$ cat config.mk
export PLATFORM = sky130hd
export DESIGN_NAME = ex_mem_pipe_reg_flat
export DESIGN_NICKNAME = d
export VERILOG_FILES = /design/src/rtl/ex_mem_pipe_reg_if.sv /design/src/rtl/ex_mem_pipe_reg.sv /design/src/flat_wrapper.sv
export SDC_FILE = /design/constraint.sdc
export NUM_CORES = 1
export LEC_CHECK = 0
export CORE_MARGIN = 2
export CORE_UTILIZATION = 50
export CTS_CLUSTER_SIZE = 30
export DETAILED_ROUTE_END_ITERATION = 12
export GPL_TIMING_DRIVEN = 0
export PLACE_DENSITY = 0.81
export REMOVE_ABC_BUFFERS = 1
export SLEW_MARGIN = 40
export SYNTH_ARGS = -nofsm -noshare
export SYNTH_HDL_FRONTEND = slang
export SYNTH_SLANG_ARGS = --single-unit
$ cat constraint.sdc
create_clock -name clock -period 1.85 [get_ports clock]
set_input_delay 0.185 -clock clock [delete_from_list [all_inputs] [get_ports clock]]
set_output_delay 0.185 -clock clock [all_outputs]
set_load 0.01 [all_outputs]
$ cat src/rtl/ex_mem_pipe_reg_if.sv
// EX/MEM stage bus: EX-side request handshake + payload, MEM-side response
// handshake + payload, and the hazard-unit forwarding tap.
//   master : EX/MEM-side agent (drives in_valid/payload/out_ready)
//   slave  : the pipeline register itself
interface ex_mem_pipe_reg_if #(
  parameter int DataWidth    = 32,
  parameter int AddrWidth    = 10,
  parameter int RegAddrWidth = 5
);
  logic                    in_valid;
  logic                    in_ready;
  logic                    MEM_to_REG_IN;
  logic                    MEM_READ_IN;
  logic                    MEM_WRITE_IN;
  logic                    Reg_EN_IN;
  logic [DataWidth-1:0]    ALU_Result_IN;
  logic [AddrWidth-1:0]    D_MEM_ADDR_IN;
  logic [DataWidth-1:0]    DataIN_MEM_IN;
  logic [RegAddrWidth-1:0] WB_REG_IN;

  logic                    out_valid;
  logic                    out_ready;
  logic                    MEM_to_REG_OUT;
  logic                    MEM_READ_OUT;
  logic                    MEM_WRITE_OUT;
  logic                    Reg_EN_OUT;
  logic [DataWidth-1:0]    ALU_Result_OUT;
  logic [AddrWidth-1:0]    D_MEM_ADDR_OUT;
  logic [DataWidth-1:0]    DataIN_MEM_OUT;
  logic [RegAddrWidth-1:0] WB_REG_OUT;

  logic                    fwd_en;
  logic [RegAddrWidth-1:0] fwd_reg;
  logic [DataWidth-1:0]    fwd_data;
  logic [1:0]              occupancy;

  modport master (
    output in_valid, MEM_to_REG_IN, MEM_READ_IN, MEM_WRITE_IN, Reg_EN_IN,
           ALU_Result_IN, D_MEM_ADDR_IN, DataIN_MEM_IN, WB_REG_IN, out_ready,
    input  in_ready, out_valid, MEM_to_REG_OUT, MEM_READ_OUT, MEM_WRITE_OUT,
           Reg_EN_OUT, ALU_Result_OUT, D_MEM_ADDR_OUT, DataIN_MEM_OUT,
           WB_REG_OUT, fwd_en, fwd_reg, fwd_data, occupancy
  );

  modport slave (
    input  in_valid, MEM_to_REG_IN, MEM_READ_IN, MEM_WRITE_IN, Reg_EN_IN,
           ALU_Result_IN, D_MEM_ADDR_IN, DataIN_MEM_IN, WB_REG_IN, out_ready,
    output in_ready, out_valid, MEM_to_REG_OUT, MEM_READ_OUT, MEM_WRITE_OUT,
           Reg_EN_OUT, ALU_Result_OUT, D_MEM_ADDR_OUT, DataIN_MEM_OUT,
           WB_REG_OUT, fwd_en, fwd_reg, fwd_data, occupancy
  );
endinterface

$ cat src/rtl/ex_mem_pipe_reg.sv
// Elastic EX/MEM pipeline register.
//   clock : core clock, rising edge
//   reset : asynchronous, active-low
//   flush : synchronous kill of all held entries (beats accept/drain)
//   bus   : ex_mem_pipe_reg_if.slave -- in_valid/in_ready + EX payload,
//           out_valid/out_ready + MEM payload, forwarding tap, occupancy
// SKID_EN=1: main + skid entry, in_ready is registered (= skid empty), so
// EX never sees a combinational path from out_ready.
// SKID_EN=0: single entry, in_ready = out_ready | !out_valid.
module ex_mem_pipe_reg #(
  parameter int DataWidth    = 32,
  parameter int AddrWidth    = 10,
  parameter int RegAddrWidth = 5,
  parameter bit SKID_EN      = 1'b1
) (
  input  logic               clock,
  input  logic               reset,
  input  logic               flush,
  ex_mem_pipe_reg_if.slave   bus
);

  typedef struct packed {
    logic                    mem_to_reg;
    logic                    mem_read;
    logic                    mem_write;
    logic                    reg_en;
    logic [DataWidth-1:0]    alu;
    logic [AddrWidth-1:0]    addr;
    logic [DataWidth-1:0]    wdata;
    logic [RegAddrWidth-1:0] wb_reg;
  } ent_t;

  ent_t in_ent, main_q;
  logic main_v, skid_v, in_rdy, accept, drain;

  assign in_ent = '{mem_to_reg: bus.MEM_to_REG_IN, mem_read: bus.MEM_READ_IN,
                    mem_write:  bus.MEM_WRITE_IN,  reg_en:   bus.Reg_EN_IN,
                    alu:        bus.ALU_Result_IN, addr:     bus.D_MEM_ADDR_IN,
                    wdata:      bus.DataIN_MEM_IN, wb_reg:   bus.WB_REG_IN};

  assign accept = bus.in_valid & in_rdy;
  assign drain  = main_v & bus.out_ready;

  generate
    if (SKID_EN) begin : g_skid
      ent_t skid_q;

      assign in_rdy = !skid_v;

      always_ff @(posedge clock or negedge reset) begin
        if (!reset) begin
          main_v <= 1'b0;
          skid_v <= 1'b0;
          main_q <= '0;
          skid_q <= '0;
        end else if (flush) begin
          // payload left stale on purpose; only the valid bits matter
          main_v <= 1'b0;
          skid_v <= 1'b0;
        end else if (drain && skid_v) begin
          // oldest buffered entry moves up; any same-cycle arrival refills skid
          main_q <= skid_q;
          main_v <= 1'b1;
          skid_v <= accept;
          if (accept) skid_q <= in_ent;
        end else if (accept && (!main_v || drain)) begin
          main_q <= in_ent;
          main_v <= 1'b1;
        end else if (accept) begin
          // main busy and not leaving: park in skid
          skid_q <= in_ent;
          skid_v <= 1'b1;
        end else if (drain) begin
          main_v <= 1'b0;
        end
      end
    end else begin : g_noskid
      assign in_rdy = bus.out_ready | !main_v;
      assign skid_v = 1'b0;

      always_ff @(posedge clock or negedge reset) begin
        if (!reset) begin
          main_v <= 1'b0;
          main_q <= '0;
        end else if (flush) begin
          main_v <= 1'b0;
        end else if (accept) begin
          main_q <= in_ent;
          main_v <= 1'b1;
        end else if (drain) begin
          main_v <= 1'b0;
        end
      end
    end
  endgenerate

  assign bus.in_ready       = in_rdy;
  assign bus.out_valid      = main_v;
  assign bus.MEM_to_REG_OUT = main_v & main_q.mem_to_reg;
  assign bus.MEM_READ_OUT   = main_v & main_q.mem_read;
  assign bus.MEM_WRITE_OUT  = main_v & main_q.mem_write;
  assign bus.Reg_EN_OUT     = main_v & main_q.reg_en;
  assign bus.ALU_Result_OUT = main_q.alu;
  assign bus.D_MEM_ADDR_OUT = main_q.addr;
  assign bus.DataIN_MEM_OUT = main_q.wdata;
  assign bus.WB_REG_OUT     = main_q.wb_reg;

  // loads produce their value in MEM, so they cannot be forwarded from here
  assign bus.fwd_en   = main_v & main_q.reg_en & !main_q.mem_to_reg &
                        (main_q.wb_reg != '0);
  assign bus.fwd_reg  = main_q.wb_reg;
  assign bus.fwd_data = main_q.alu;

  assign bus.occupancy = {1'b0, main_v} + {1'b0, skid_v};

endmodule

$ cat src/flat_wrapper.sv
// flat-port wrapper written by rule: the top's interface ports become plain ports
module ex_mem_pipe_reg_flat 
#(
  parameter int DataWidth    = 32,
  parameter int AddrWidth    = 10,
  parameter int RegAddrWidth = 5,
  parameter bit SKID_EN      = 1'b1
)
  (clock, reset, flush, bus_in_valid, bus_MEM_to_REG_IN, bus_MEM_READ_IN, bus_MEM_WRITE_IN, bus_Reg_EN_IN, bus_ALU_Result_IN, bus_D_MEM_ADDR_IN, bus_DataIN_MEM_IN, bus_WB_REG_IN, bus_out_ready, bus_in_ready, bus_out_valid, bus_MEM_to_REG_OUT, bus_MEM_READ_OUT, bus_MEM_WRITE_OUT, bus_Reg_EN_OUT, bus_ALU_Result_OUT, bus_D_MEM_ADDR_OUT, bus_DataIN_MEM_OUT, bus_WB_REG_OUT, bus_fwd_en, bus_fwd_reg, bus_fwd_data, bus_occupancy);
  ex_mem_pipe_reg_if #(.DataWidth(DataWidth), .AddrWidth(AddrWidth), .RegAddrWidth(RegAddrWidth)) bus_i ();
  input  logic clock;
  input  logic reset;
  input  logic flush;
  input wire logic [$bits(bus_i.in_valid)-1:0] bus_in_valid;
  input wire logic [$bits(bus_i.MEM_to_REG_IN)-1:0] bus_MEM_to_REG_IN;
  input wire logic [$bits(bus_i.MEM_READ_IN)-1:0] bus_MEM_READ_IN;
  input wire logic [$bits(bus_i.MEM_WRITE_IN)-1:0] bus_MEM_WRITE_IN;
  input wire logic [$bits(bus_i.Reg_EN_IN)-1:0] bus_Reg_EN_IN;
  input wire logic [$bits(bus_i.ALU_Result_IN)-1:0] bus_ALU_Result_IN;
  input wire logic [$bits(bus_i.D_MEM_ADDR_IN)-1:0] bus_D_MEM_ADDR_IN;
  input wire logic [$bits(bus_i.DataIN_MEM_IN)-1:0] bus_DataIN_MEM_IN;
  input wire logic [$bits(bus_i.WB_REG_IN)-1:0] bus_WB_REG_IN;
  input wire logic [$bits(bus_i.out_ready)-1:0] bus_out_ready;
  output wire logic [$bits(bus_i.in_ready)-1:0] bus_in_ready;
  output wire logic [$bits(bus_i.out_valid)-1:0] bus_out_valid;
  output wire logic [$bits(bus_i.MEM_to_REG_OUT)-1:0] bus_MEM_to_REG_OUT;
  output wire logic [$bits(bus_i.MEM_READ_OUT)-1:0] bus_MEM_READ_OUT;
  output wire logic [$bits(bus_i.MEM_WRITE_OUT)-1:0] bus_MEM_WRITE_OUT;
  output wire logic [$bits(bus_i.Reg_EN_OUT)-1:0] bus_Reg_EN_OUT;
  output wire logic [$bits(bus_i.ALU_Result_OUT)-1:0] bus_ALU_Result_OUT;
  output wire logic [$bits(bus_i.D_MEM_ADDR_OUT)-1:0] bus_D_MEM_ADDR_OUT;
  output wire logic [$bits(bus_i.DataIN_MEM_OUT)-1:0] bus_DataIN_MEM_OUT;
  output wire logic [$bits(bus_i.WB_REG_OUT)-1:0] bus_WB_REG_OUT;
  output wire logic [$bits(bus_i.fwd_en)-1:0] bus_fwd_en;
  output wire logic [$bits(bus_i.fwd_reg)-1:0] bus_fwd_reg;
  output wire logic [$bits(bus_i.fwd_data)-1:0] bus_fwd_data;
  output wire logic [$bits(bus_i.occupancy)-1:0] bus_occupancy;
  assign bus_i.in_valid = bus_in_valid;
  assign bus_i.MEM_to_REG_IN = bus_MEM_to_REG_IN;
  assign bus_i.MEM_READ_IN = bus_MEM_READ_IN;
  assign bus_i.MEM_WRITE_IN = bus_MEM_WRITE_IN;
  assign bus_i.Reg_EN_IN = bus_Reg_EN_IN;
  assign bus_i.ALU_Result_IN = bus_ALU_Result_IN;
  assign bus_i.D_MEM_ADDR_IN = bus_D_MEM_ADDR_IN;
  assign bus_i.DataIN_MEM_IN = bus_DataIN_MEM_IN;
  assign bus_i.WB_REG_IN = bus_WB_REG_IN;
  assign bus_i.out_ready = bus_out_ready;
  assign bus_in_ready = bus_i.in_ready;
  assign bus_out_valid = bus_i.out_valid;
  assign bus_MEM_to_REG_OUT = bus_i.MEM_to_REG_OUT;
  assign bus_MEM_READ_OUT = bus_i.MEM_READ_OUT;
  assign bus_MEM_WRITE_OUT = bus_i.MEM_WRITE_OUT;
  assign bus_Reg_EN_OUT = bus_i.Reg_EN_OUT;
  assign bus_ALU_Result_OUT = bus_i.ALU_Result_OUT;
  assign bus_D_MEM_ADDR_OUT = bus_i.D_MEM_ADDR_OUT;
  assign bus_DataIN_MEM_OUT = bus_i.DataIN_MEM_OUT;
  assign bus_WB_REG_OUT = bus_i.WB_REG_OUT;
  assign bus_fwd_en = bus_i.fwd_en;
  assign bus_fwd_reg = bus_i.fwd_reg;
  assign bus_fwd_data = bus_i.fwd_data;
  assign bus_occupancy = bus_i.occupancy;
  ex_mem_pipe_reg #(.DataWidth(DataWidth), .AddrWidth(AddrWidth), .RegAddrWidth(RegAddrWidth), .SKID_EN(SKID_EN)) u_core (.clock(clock), .reset(reset), .flush(flush), .bus(bus_i));
endmodule
After elaboration in Yosys (flattened, before gate mapping)
Cells that the tools add are included.
{"block": "word_totals", "latch_bits": 0, "elab_cells": 59, "memories": 0, "romBits": 0, "ram_bits": 0, "regBits": 168, "input_bits": 88}
{"block": "classes", "n_mux": 14, "n_div": 0, "order_cmp": 0, "mul": 0, "reduce_logical": 14, "eq_ne": 3, "bitwise": 9, "shift": 0, "add_sub_neg": 1}
{"cell": "83-bit 2-to-1 mux", "n": 5}
{"cell": "1-bit 2-to-1 mux", "n": 9}
{"cell": "1-bit bitwise AND", "n": 8}
{"cell": "2-bit AND reduction", "n": 4}
{"cell": "5-bit nonzero test", "n": 1}
{"cell": "4-bit != test, second input constant", "n": 1}
{"cell": "4-bit nonzero test", "n": 1}
{"cell": "1-bit zero test", "n": 3}
{"cell": "3-bit by 2-bit != test with 1-bit output, second input constant", "n": 1}
{"cell": "3-bit nonzero test", "n": 1}
{"cell": "1-bit by 1-bit adder with 2-bit output", "n": 1}
{"cell": "1-bit logical AND", "n": 2}
{"cell": "2-bit by 1-bit != test with 1-bit output, second input constant", "n": 1}
{"cell": "2-bit nonzero test", "n": 1}
{"cell": "1-bit logical OR", "n": 1}
{"cell": "1-bit NOT", "n": 1}

Depth between registers and ports, before layout
Gate-level depths: netlist (run 1).
{"block": "logic_depth", "depth_word": 6, "depth_mapped": 5}

Worst setup path before layout (run 1)
Ideal clock, no wire load.
{"block": "synth_timing", "path_type": "register -> register", "start": "reg u_core.main_v (netlist: u_core.bus.out_valid)", "end": "reg u_core.main_q (netlist bit u_core.bus.ALU_Result_OUT[0])", "synth_period_minus_slack_ns": 1.669, "setup_ns": 0.125, "path_stages_with_launch": 6, "t_required_ns": 1.725, "arrival_ns": 1.544, "setup_slack_ns": 0.181, "cell_sequence": "dfrtp_1 and2b_1 nor3_2 buf_2 buf_4 mux2_2"}
{"block": "synth_between", "elab_chain_cells": 5, "elab_cells_between_ends": 8, "cone_classes": "1 x mux; 1 x bitwise; 6 x reduce/logical"}
{"element": "from (decl)", "line": "ex_mem_pipe_reg.sv:34", "rtl": "logic main_v, skid_v, in_rdy, accept, drain;"}
{"element": "from (signal assigned)", "line": "ex_mem_pipe_reg.sv:52", "rtl": "main_v <= 1'b0;"}
{"element": "from (signal assigned)", "line": "ex_mem_pipe_reg.sv:58", "rtl": "main_v <= 1'b0;"}
{"element": "from (signal assigned)", "line": "ex_mem_pipe_reg.sv:63", "rtl": "main_v <= 1'b1;"}
{"element": "1-bit bitwise AND / 1-bit zero test (equally long branches)", "line": "ex_mem_pipe_reg.sv:42, ex_mem_pipe_reg.sv:66"}
{"element": "1-bit logical OR", "line": "ex_mem_pipe_reg.sv:66", "rtl": "end else if (accept && (!main_v || drain)) begin"}
{"element": "1-bit logical AND", "line": "ex_mem_pipe_reg.sv:66"}
{"element": "2-bit nonzero test (no source line)"}
{"element": "2-bit AND reduction (no source line)"}
{"element": "to (signal assigned)", "line": "ex_mem_pipe_reg.sv:62", "rtl": "main_q <= skid_q;"}
{"element": "to (signal assigned)", "line": "ex_mem_pipe_reg.sv:67", "rtl": "main_q <= in_ent;"}
{"element": "to (decl)", "line": "ex_mem_pipe_reg.sv:33", "rtl": "ent_t in_ent, main_q;"}
Parallel ways exist; a longest one is shown, timed or not.
A chain may end at the register's enable or synchronous reset.

Worst setup path after layout (run 1)
{"block": "layout_timing", "start": "reg u_core.main_v (netlist: u_core.bus.out_valid)", "end": "reg u_core.main_q (netlist bit u_core.bus.ALU_Result_OUT[21])"}
Same word-level chain as after synthesis.

==> summary.md, run 1 <==
| Metric | Value |
|---|---|
| Post-synth EDFFs | 0 |
| Seq/Total Area, Yosys | 49.5% |
| Worst-Margin Slew | 391 ps |
| DR vias | 4899 |
| R2R depth | 7 |
| Cells after Synth | 578 |
| Die footprint | 18100 sq um |
| Reg clk slew, reported paths | 60 ps |
| Seq pwr share | 43.0% |
| Most frequent cells in the layout | clkdlybuf4s50_1, dfrtp_1, mux2_2, mux2_4, mux2_1 |
| Critical path class | reg2reg |
| GR Overflow Total | 0 |
| Fill cells | 1120 |
| Core area | 16600 sq um |
| Post-Route WL | 18.3 mm |
| Die width | 134 um |
| Drc violations | 0 |
| Vias per cell | 5.09 |
| Antenna Cells | 0 |
| DR WL/cell | 19.0 um |
| Area Overhead vs Synth | 33.1% |
| Cell Pwr Density | 1080 nW/um^2 |
| Setup WS post-layout | 11.6 ps |
| Post-synth top area share | 49.5% |
| IO Count | 213 |
| Critical Path Slowest Stage Cell | dfrtp_2 |
| Worst-path cell chain | and2b_2 -> nor3_4 -> buf_6 -> buf_8 -> buf_6 -> buf_12 -> mux2_2 |
| First-pass GRT wire length | 28.4 mm |
| Die H | 134 um |
| # Max-Cap Violations | 0 |
| Final Cycle Share | 99.4% |
| Maximum VDD drop | 0.639 mV |
| Largest net degree at the start of global routing | 78 |
| TritonRoute pass-1 iters | 4 |
| Critical path fanouts, max | 6 |
| Async SR Flop Fraction | 100% |
| GR Util All Layers | 20.2% |
| Tmin final | 1840 ps |
| Gpl congestion | 0.688 |
| Post-Synthesis Mean Instance Area | 14.7 sq um |
| Total power | 0.0122 W |
| Sw Ratio | 25.8% |
| Worst Skew | 7.69 ps |
| Initial core utilization | 51.3% |
| Core Rows | 47 |
| Synthesis-stage register bit count | 168 |
| Logic pwr share | 26.9% |
| CP Capture Type | flop |
| DP HPWL | 12.0 mm |
| Root Driver | clkbuf_16 |
| Antenna-violating nets left | 0 |
| Final Cell Area | 11300 sq um |
| Data arrival time of the worst path | 2140 ps |
| Number of global-route vias before repair | 5328 |
| Most used DFF post-synth | dfrtp_1 |
| LEAKAGE | 5.15 nW |
| Synth area leaders | dfrtp_1, mux2_2, mux2_4 |
| Max-slew violations | 0 |
| Rel. slew slack | 73.9% |
| Setup violators final | 0 |
| Internal cell power | 0.00907 W |
| Area of the mapped netlist | 8500 sq um |
| Placed inst area | 10100 sq um |
| Crit path largest cell delay | 420 ps |
| Dpl ws | -1170 ps |
| Post-synthesis cell type count | 21 |
| Hold WC Path Type | in2async |
| P_sw | 0.00316 W |
| Cell mode on critical path | buf_6 |
| Multi-input logic area | 3230 sq um |
| RSZ-0062 raised after global routing | true |
| Status | finished, final reports clean |
| Clock latency on the worst-skew pair | 410 ps |
| NumNets Final | 820 |
| Fraction of layout cells with a size suffix above 1 | 40.9% |
| H-tree levels | 4 |
| CTS tree | done |
| Register area | 4210 sq um |
| Critical Path RT | 2150 ps |
| Initial antenna violation count | 0 |
| Yosys top cell by area | dfrtp_1 |
| CP Launch Point | u_core.bus.out_valid |
| YS warnings | 0 |
| I/O Buffers | 212 |
| Hold WS | 215 ps |
| DR iter-0 viols | 99 |
| Clock power share | 30.1% |
| Reg-to-Reg Start | u_core.bus.out_valid |
| Most common cell after layout, fill and taps aside | clkdlybuf4s50_1 |
| Clk sinks | 168 |
| FMAX | 544 MHz |
| Clock buffer depth | 2 |
| Final Hold Viols | 0 |
| Startpoint Class | flop |
| CTS buffer count | 17 |
==> cells by family (layout without fill, tap and decap cells) <==
logic type,Yosys count,count (layout),synth area share [%]
multiplexers,250,250,36.2
AND/OR/NAND/NOR,11,11,0.854
AO/OA/AOI/OAI,3,3,0.236
flip-flops,168,168,49.5
buffers and inverters,145,310,13.1
adder cells (fa/ha/maj),1,1,0.147
==> cell type report <==
cell class | instances | share of cell area [%]
Clock inverter | 10 | 1.26
Tap cell | 220 | 2.43
Inverter | 2 | 0.0664
Sequential cell | 168 | 37.2
Timing Repair Buffer | 277 | 26.4
Clock buffer | 21 | 4.16
Multi-Input combinational cell | 265 | 28.5
==> per-layer routing <==
| layer | routed length (um) | part of all wire, % | track usage (%) | up-vias |
|---|---|---|---|---|
| met1 | 7680 | 42 | 24.3 | 2536 |
| met5 | 0 | 0 | 0 | - |
| li1 | - | - | - | 2203 |
| met3 | 943 | 5.1 | 5.10 | 23 |
| met2 | 9420 | 51 | 35.3 | 137 |
| met4 | 284 | 1.5 | 6.61 | 0 |
==> path summary, 6_finish.rpt <==
path / end / slack (ps)
max in group asynchronous: u_core.g_skid.skid_q[24] / 650
min in group clock: u_core.g_skid.skid_q[2] / 390
setup reg to reg: u_core.bus.ALU_Result_OUT[21] / 10
setup / recovery: u_core.bus.ALU_Result_OUT[21] / 10
hold reg to reg: u_core.g_skid.skid_q[71] / 490
hold / removal: u_core.g_skid.skid_q[16] / 220
==> synthesized netlist by cell type, types with 2 or more instances <==
cell	n
inv_1	2
buf_6	12
mux2_4	70
buf_4	126
dfrtp_1	168
mux2_2	130
mux2_1	49
buf_2	5
and2_1	4
==> worst max-delay path: cells and delay by family, from the launching register on <==
| kind | cells | cell delay (ps) |
|---|---|---|
| flip-flops | 1 | 420 |
| AND/OR/NAND/NOR | 2 | 490 |
| multiplexers | 1 | 330 |
| buffers and inverters | 4 | 500 |
==> registers in the layout (all words and copies together), names as in the netlist <==
register	cells
u_core.skid_v	1
u_core.bus.out_valid	1
u_core.main_q	4
u_core.bus.D_MEM_ADDR_OUT	10
u_core.g_skid.skid_q	83
u_core.bus.DataIN_MEM_OUT	32
u_core.bus.WB_REG_OUT	5
u_core.bus.ALU_Result_OUT	32
==> timing repair <==
action	4_1_cts	5_1_grt
gates resized for setup	40	11
hold buffers	1	0
setup buffers	26	11
gates cloned	4	3
pin swaps	5	3
hold endpoints to repair	91	0
setup endpoints to repair	170	107
==> per-stage QoR <==
step | util (%) | TNS [ps] | instances
CTS | 67.0 | -261 | 949
detailed placement | 60.9 | -94100 | 890
global placement | 59.0 | -1784520 | 867
global route | 68.2 | -706 | 963
floorplan | - | -462470 | 435
finish | 68.2 | 0 | 963
==> power groups by stage <==
| stage | registers (W) | clock network [W] | logic, W |
|---|---|---|---|
| 2_1_floorplan | 0.00545 | 0 | 0.00113 |
| 3_3_place_gp | 0.00522 | 0 | 0.00302 |
| 3_5_place_dp | 0.00532 | 0 | 0.00313 |
| 4_1_cts | 0.00525 | 0.00376 | 0.00326 |
| 5_1_grt | 0.00538 | 0.00393 | 0.00349 |
| 6_report | 0.00526 | 0.00368 | 0.00329 |
No activity file was read; power rests on OpenSTA's default activity.
==> inputs of run 2 (changes only) <==
==> constraint.sdc (replaced) <==
create_clock -name clock -period 2.04 [get_ports clock]
set_input_delay 0.204 -clock clock [delete_from_list [all_inputs] [get_ports clock]]
set_output_delay 0.204 -clock clock [all_outputs]
set_load 0.01 [all_outputs]
==> summary.md, run 2 (synthesized netlist as in run 1, its figures left out) <==
| Metric | Value |
|---|---|
| Die H | 134 um |
| Logic pwr share | 26.0% |
| Fraction of layout cells with a size suffix above 1 | 37.6% |
| Die footprint | 18100 sq um |
| Clock buffer depth | 2 |
| Reg clk slew, reported paths | 70 ps |
| Post-Route WL | 16.5 mm |
| R2R depth | 6 |
| Setup violators final | 0 |
| First-pass GRT wire length | 26.8 mm |
| Antenna-violating nets left | 0 |
| Number of global-route vias before repair | 5145 |
| Placed inst area | 10100 sq um |
| Clock power share | 30.4% |
| Most frequent cells in the layout | clkdlybuf4s50_1, dfrtp_1, mux2_2, mux2_4, mux2_1 |
| Levels on crit path | 6 |
| Dpl ws | -997 ps |
| Cell Pwr Density | 1010 nW/um^2 |
| Hold WS | 235 ps |
| CP Capture Type | flop |
| Crit path largest cell delay | 460 ps |
| Most common cell after layout, fill and taps aside | clkdlybuf4s50_1 |
| Max reg flops | 83 |
| LEAKAGE | 4.84 nW |
| # Max-Cap Violations | 0 |
| Status | finished, final reports clean |
| Max-slew violations | 0 |
| CTS tree | done |
| Clk sinks | 168 |
| Maximum VDD drop | 0.573 mV |
| DP HPWL | 12.0 mm |
| P_sw | 0.00279 W |
| Critical path class | reg2reg |
| Worst-Margin Slew | 393 ps |
| Vias per cell | 5.04 |
| Tmin final | 1970 ps |
| Setup WS post-layout | 67.4 ps |
| Initial antenna violation count | 0 |
| Antenna Cells | 0 |
| GR Util All Layers | 18.8% |
| Sw Ratio | 25.6% |
| TritonRoute pass-1 iters | 4 |
| Final Cell Area | 10800 sq um |
| H-tree levels | 4 |
| Gpl congestion | 0.688 |
| Worst Skew | 6.66 ps |
| Critical Path RT | 2330 ps |
| Clock latency on the worst-skew pair | 410 ps |
| Die width | 134 um |
| Worst-path cell chain | buf_4 -> nand3_4 -> buf_12 -> buf_12 -> mux2_2 -> mux2_2 |
| IO Count | 213 |
| Startpoint Class | flop |
| DP Cell Count | 890 |
| Hold WC Path Type | in2async |
| Largest net degree at the start of global routing | 78 |
| Core area | 16600 sq um |
| Core Rows | 47 |
| Post-route insts no fill | 931 |
| Final Hold Viols | 0 |
| Rel. slew slack | 73.8% |
| CTS buffer count | 17 |
| Drc violations | 0 |
| DR WL/cell | 17.8 um |
| Final Cycle Share | 96.7% |
| I/O Buffers | 212 |
| Internal cell power | 0.00813 W |
| Largest Register | u_core.g_skid.skid_q |
| Area Overhead vs Synth | 27.1% |
| CP bufs+invs | 3 |
| Data arrival time of the worst path | 2270 ps |
| Top cell family by delay on the critical path | buffers and inverters |
| Initial core utilization | 51.3% |
| NumNets Final | 788 |
| Critical Path Slowest Stage Cell | dfrtp_2 |
| FMAX | 507 MHz |
| DR vias | 4695 |
| Critical path fanouts, max | 28 |
| DR iter-0 viols | 80 |
| Seq pwr share | 43.6% |
| Root Driver | clkbuf_16 |
| GR Overflow Total | 0 |
## run 2: changes by cell type in the layout (fill, tap and decap cells not counted), moves of 2 or more
cell	before	now
buf_4	32	14
clkbuf_16	20	17
buf_6	10	12
buf_16	7	2
clkdlybuf4s50_1	204	210
mux2_2	127	130
buf_12	7	3
buf_8	5	2
mux2_4	73	70
dlygate4sd2_1	5	0
## run 2: worst reg2reg max path: stages, from the launching register on
cell	delay, ps
dfrtp_2	460
buf_4	170
nand3_4	100
buf_12	210
buf_12	260
mux2_2	390
mux2_2	260
## run 2: power groups by stage
stage                     sequential (W)  combinational [W]  clock [W]
after global routing             0.00487            0.00302    0.00356
final                            0.00476            0.00283    0.00332
after floorplan                  0.00495            0.00103          0
after global placement           0.00474            0.00274          0
after CTS                        0.00477            0.00286    0.00341
after detailed placement         0.00482            0.00283          0
## run 2: stage by stage
stage | TNS [ps] | util [%] | total power (W)
after global routing | -1.58 | 65.2 | 0.0115
after detailed placement | -65790 | 60.9 | 0.00766
after global placement | -1727230 | 59.0 | 0.00748
after floorplan | -430740 | - | 0.00597
final | 0 | 65.2 | 0.0109
after CTS | 0 | 65.1 | 0.0110
## run 2: what timing repair did
action	CTS	global route
hold buffers	1	0
buffers inserted	9	3
pin swaps	3	2
setup endpoints to repair	138	58
resized for setup	5	3
hold endpoints to repair	91	0
## run 2: final timing paths
check	start	endpoint	slack, ps
min in group clock	bus_WB_REG_IN[2]	u_core.g_skid.skid_q[2]	410
min	reset	u_core.bus.ALU_Result_OUT[1]	230
min reg2reg	u_core.g_skid.skid_q[71]	u_core.g_skid.skid_q[71]	490
max reg2reg	u_core.bus.out_valid	u_core.bus.DataIN_MEM_OUT[4]	70
max	u_core.bus.out_valid	u_core.bus.DataIN_MEM_OUT[4]	70
max in group asynchronous	reset	u_core.g_skid.skid_q[24]	820
## run 2: final cells by class
type | count | area, sq um
clock buffers | 21 | 470
fillers | 1185 | 5780
well taps | 220 | 275
multi-input cells | 265 | 3200
repair buffers | 245 | 2500
flip-flops and latches | 168 | 4210
inverters | 2 | 7.51
clock inverters | 10 | 143
## run 2: routing by layer
metal	routed length, um	vias up	share of wire, %	GRT usage (%)
li1	-	2131	-	-
met2	8560	129	52	32.9
met1	6810	2414	41	22.7
met5	0	-	0	0
met4	257	0	1.6	6.20
met3	900	21	5.4	4.88
==> inputs of run 3 (changes only) <==
--- a/config.mk
+++ b/config.mk
@@ -6,11 +6,12 @@
 export NUM_CORES = 1
 export LEC_CHECK = 0
 export CORE_MARGIN = 2
-export CORE_UTILIZATION = 50
+export CORE_UTILIZATION = 54
 export CTS_CLUSTER_SIZE = 30
 export DETAILED_ROUTE_END_ITERATION = 12
+export GPL_ROUTABILITY_DRIVEN = 0
 export GPL_TIMING_DRIVEN = 0
-export PLACE_DENSITY = 0.81
+export PLACE_DENSITY = 0.87
 export REMOVE_ABC_BUFFERS = 1
 export SLEW_MARGIN = 40
 export SYNTH_ARGS = -nofsm -noshare
==> constraint.sdc (replaced) <==
create_clock -name clock -period 2.6 [get_ports clock]
set_input_delay 0.26 -clock clock [delete_from_list [all_inputs] [get_ports clock]]
set_output_delay 0.26 -clock clock [all_outputs]
set_load 0.01 [all_outputs]
==> summary.md, run 3 (synthesized netlist as in run 1, its figures left out) <==
| Metric | Value |
|---|---|
| TritonRoute pass-1 iters | 4 |
| Most frequent cells in the layout | clkdlybuf4s50_1, dfrtp_1, mux2_2, mux2_4, mux2_1 |
| Status | finished, final reports clean |
| CP Capture Type | flop |
| Initial core utilization | 55.5% |
| I/O Buffers | 212 |
| RSZ-0062 raised after global routing | false |
| Die H | 129 um |
| DR iter-0 viols | 220 |
| Rel. slew slack | 73.9% |
| Setup WS post-layout | 207 ps |
| GR Util All Layers | 20.2% |
| Antenna-violating nets left | 0 |
| IO Count | 213 |
| Routed met3 length | 876 um |
| Maximum VDD drop | 0.534 mV |
| Critical path class | reg2reg |
| CTS buffer count | 17 |
| Data arrival time of the worst path | 2690 ps |
| Cell Pwr Density | 804 nW/um^2 |
| Critical path fanouts, max | 11 |
| Post-Route WL | 16.3 mm |
| DR WL/cell | 17.8 um |
| Die width | 129 um |
| Worst-Margin Slew | 392 ps |
| Antenna Cells | 0 |
| DR top layer | met4 |
| Met2 routed WL | 8.52 mm |
| Hold WC Path Type | in2async |
| Internal cell power | 0.00645 W |
| Dpl ws | -342 ps |
| # Max-Cap Violations | 0 |
| Vias per cell | 5.10 |
| Fraction of layout cells with a size suffix above 1 | 37.0% |
| Clock latency on the worst-skew pair | 410 ps |
| Number of global-route vias before repair | 5110 |
| Critical Path RT | 2890 ps |
| Total power | 0.00866 W |
| Core Rows | 45 |
| DR vias | 4680 |
| Die footprint | 16800 sq um |
| Core area | 15300 sq um |
| FMAX | 418 MHz |
| Clock buffer depth | 2 |
| Setup violators final | 0 |
| Area Overhead vs Synth | 26.8% |
| Max-slew violations | 0 |
| Initial antenna violation count | 0 |
| Multi-input logic area | 3200 sq um |
| GR Overflow Total | 0 |
| Met1 Wirelength | 6.68 mm |
| H-tree levels | 4 |
| P_sw | 0.00222 W |
| Clk sinks | 168 |
| Fill cells | 1010 |
| Startpoint Class | flop |
| Root Driver | clkbuf_16 |
| DP HPWL | 12.1 mm |
| Register area | 4200 sq um |
| Largest net degree at the start of global routing | 75 |
| NumNets Final | 782 |
| Sw Ratio | 25.6% |
| First-pass GRT wire length | 26.5 mm |
| Final Cycle Share | 92.0% |
| Seq pwr share | 43.2% |
| CTS tree | done |
| Tmin final | 2390 ps |
| Most common cell after layout, fill and taps aside | clkdlybuf4s50_1 |
| Max reg flops | 83 |
| Clock power share | 31.4% |
| Logic pwr share | 25.4% |
| Largest Register | u_core.g_skid.skid_q |
| Reg clk slew, reported paths | 70 ps |
| Final Hold Viols | 0 |
| Drc violations | 0 |
| Worst Skew | 6.44 ps |
| LEAKAGE | 4.83 nW |
-- run 3: what timing repair did --
action / in CTS / in global routing
setup endpoints to repair: 8 / 6
pin swaps: 1 / 1
hold buffers: 1 / 0
endpoints found under the hold margin: 28 / 0
resized for setup: 0 / 0
buffers inserted: 1 / 2
-- run 3: critical path, stage by stage, from the launching register on --
cell     delay (ps)
dfrtp_1         520
and2b_1         300
nor3_4          230
buf_8           180
buf_6           160
buf_6           180
buf_6           180
buf_6           170
mux2_2          350
-- run 3: cell type report --
class                   count  share of cell area [%]
clock buffers              19                    4.20
well taps                 211                    2.45
multi-input cells         265                    29.7
repair buffers            239                    22.8
flip-flops and latches    168                    39.0
clock inverters            13                    1.78
inverters                   2                  0.0697
-- run 3: metrics by stage --
step	util (%)	hold WS (ps)	area (sq um)	setup TNS [ps]	std cells
3_3_place_gp	63.9	470	9780	-1551830	858
4_1_cts	70.3	277	10800	0	915
5_1_grt	70.4	289	10800	0	917
2_1_floorplan	-	-35.6	7390	-337220	435
6_report	70.4	287	10800	0	917
3_5_place_dp	65.9	125	10100	-5250	881
-- run 3: routing by layer --
metal,vias to the layer above,global-route usage (%)
li1,2123,-
met1,2401,24.2
met2,137,35.9
met3,19,5.28
met4,0,6.33
met5,-,0
-- run 3: power by group through the flow --
stage	clock network, W	logic [W]	registers (W)
2_1_floorplan	0	0.000806	0.00388
3_3_place_gp	0	0.00214	0.00372
3_5_place_dp	0	0.00222	0.00379
4_1_cts	0.00280	0.00224	0.00375
5_1_grt	0.00291	0.00235	0.00383
6_report	0.00272	0.00220	0.00374
-- run 3: final timing paths --
path                            slack [ps]  cells past startpoint                     start                      endpoint
worst max-delay path                   210                      8      u_core.bus.out_valid  u_core.bus.D_MEM_ADDR_OUT[2]
worst min-delay path                   290                      2                     reset  u_core.bus.DataIN_MEM_OUT[9]
worst max register to register         210                      8      u_core.bus.out_valid  u_core.bus.D_MEM_ADDR_OUT[2]
worst min register to register         490                      1  u_core.g_skid.skid_q[45]      u_core.g_skid.skid_q[45]
max in group asynchronous             1340                      4                     reset      u_core.g_skid.skid_q[35]
min in group clock                     470                      2      bus_DataIN_MEM_IN[5]      u_core.g_skid.skid_q[10]
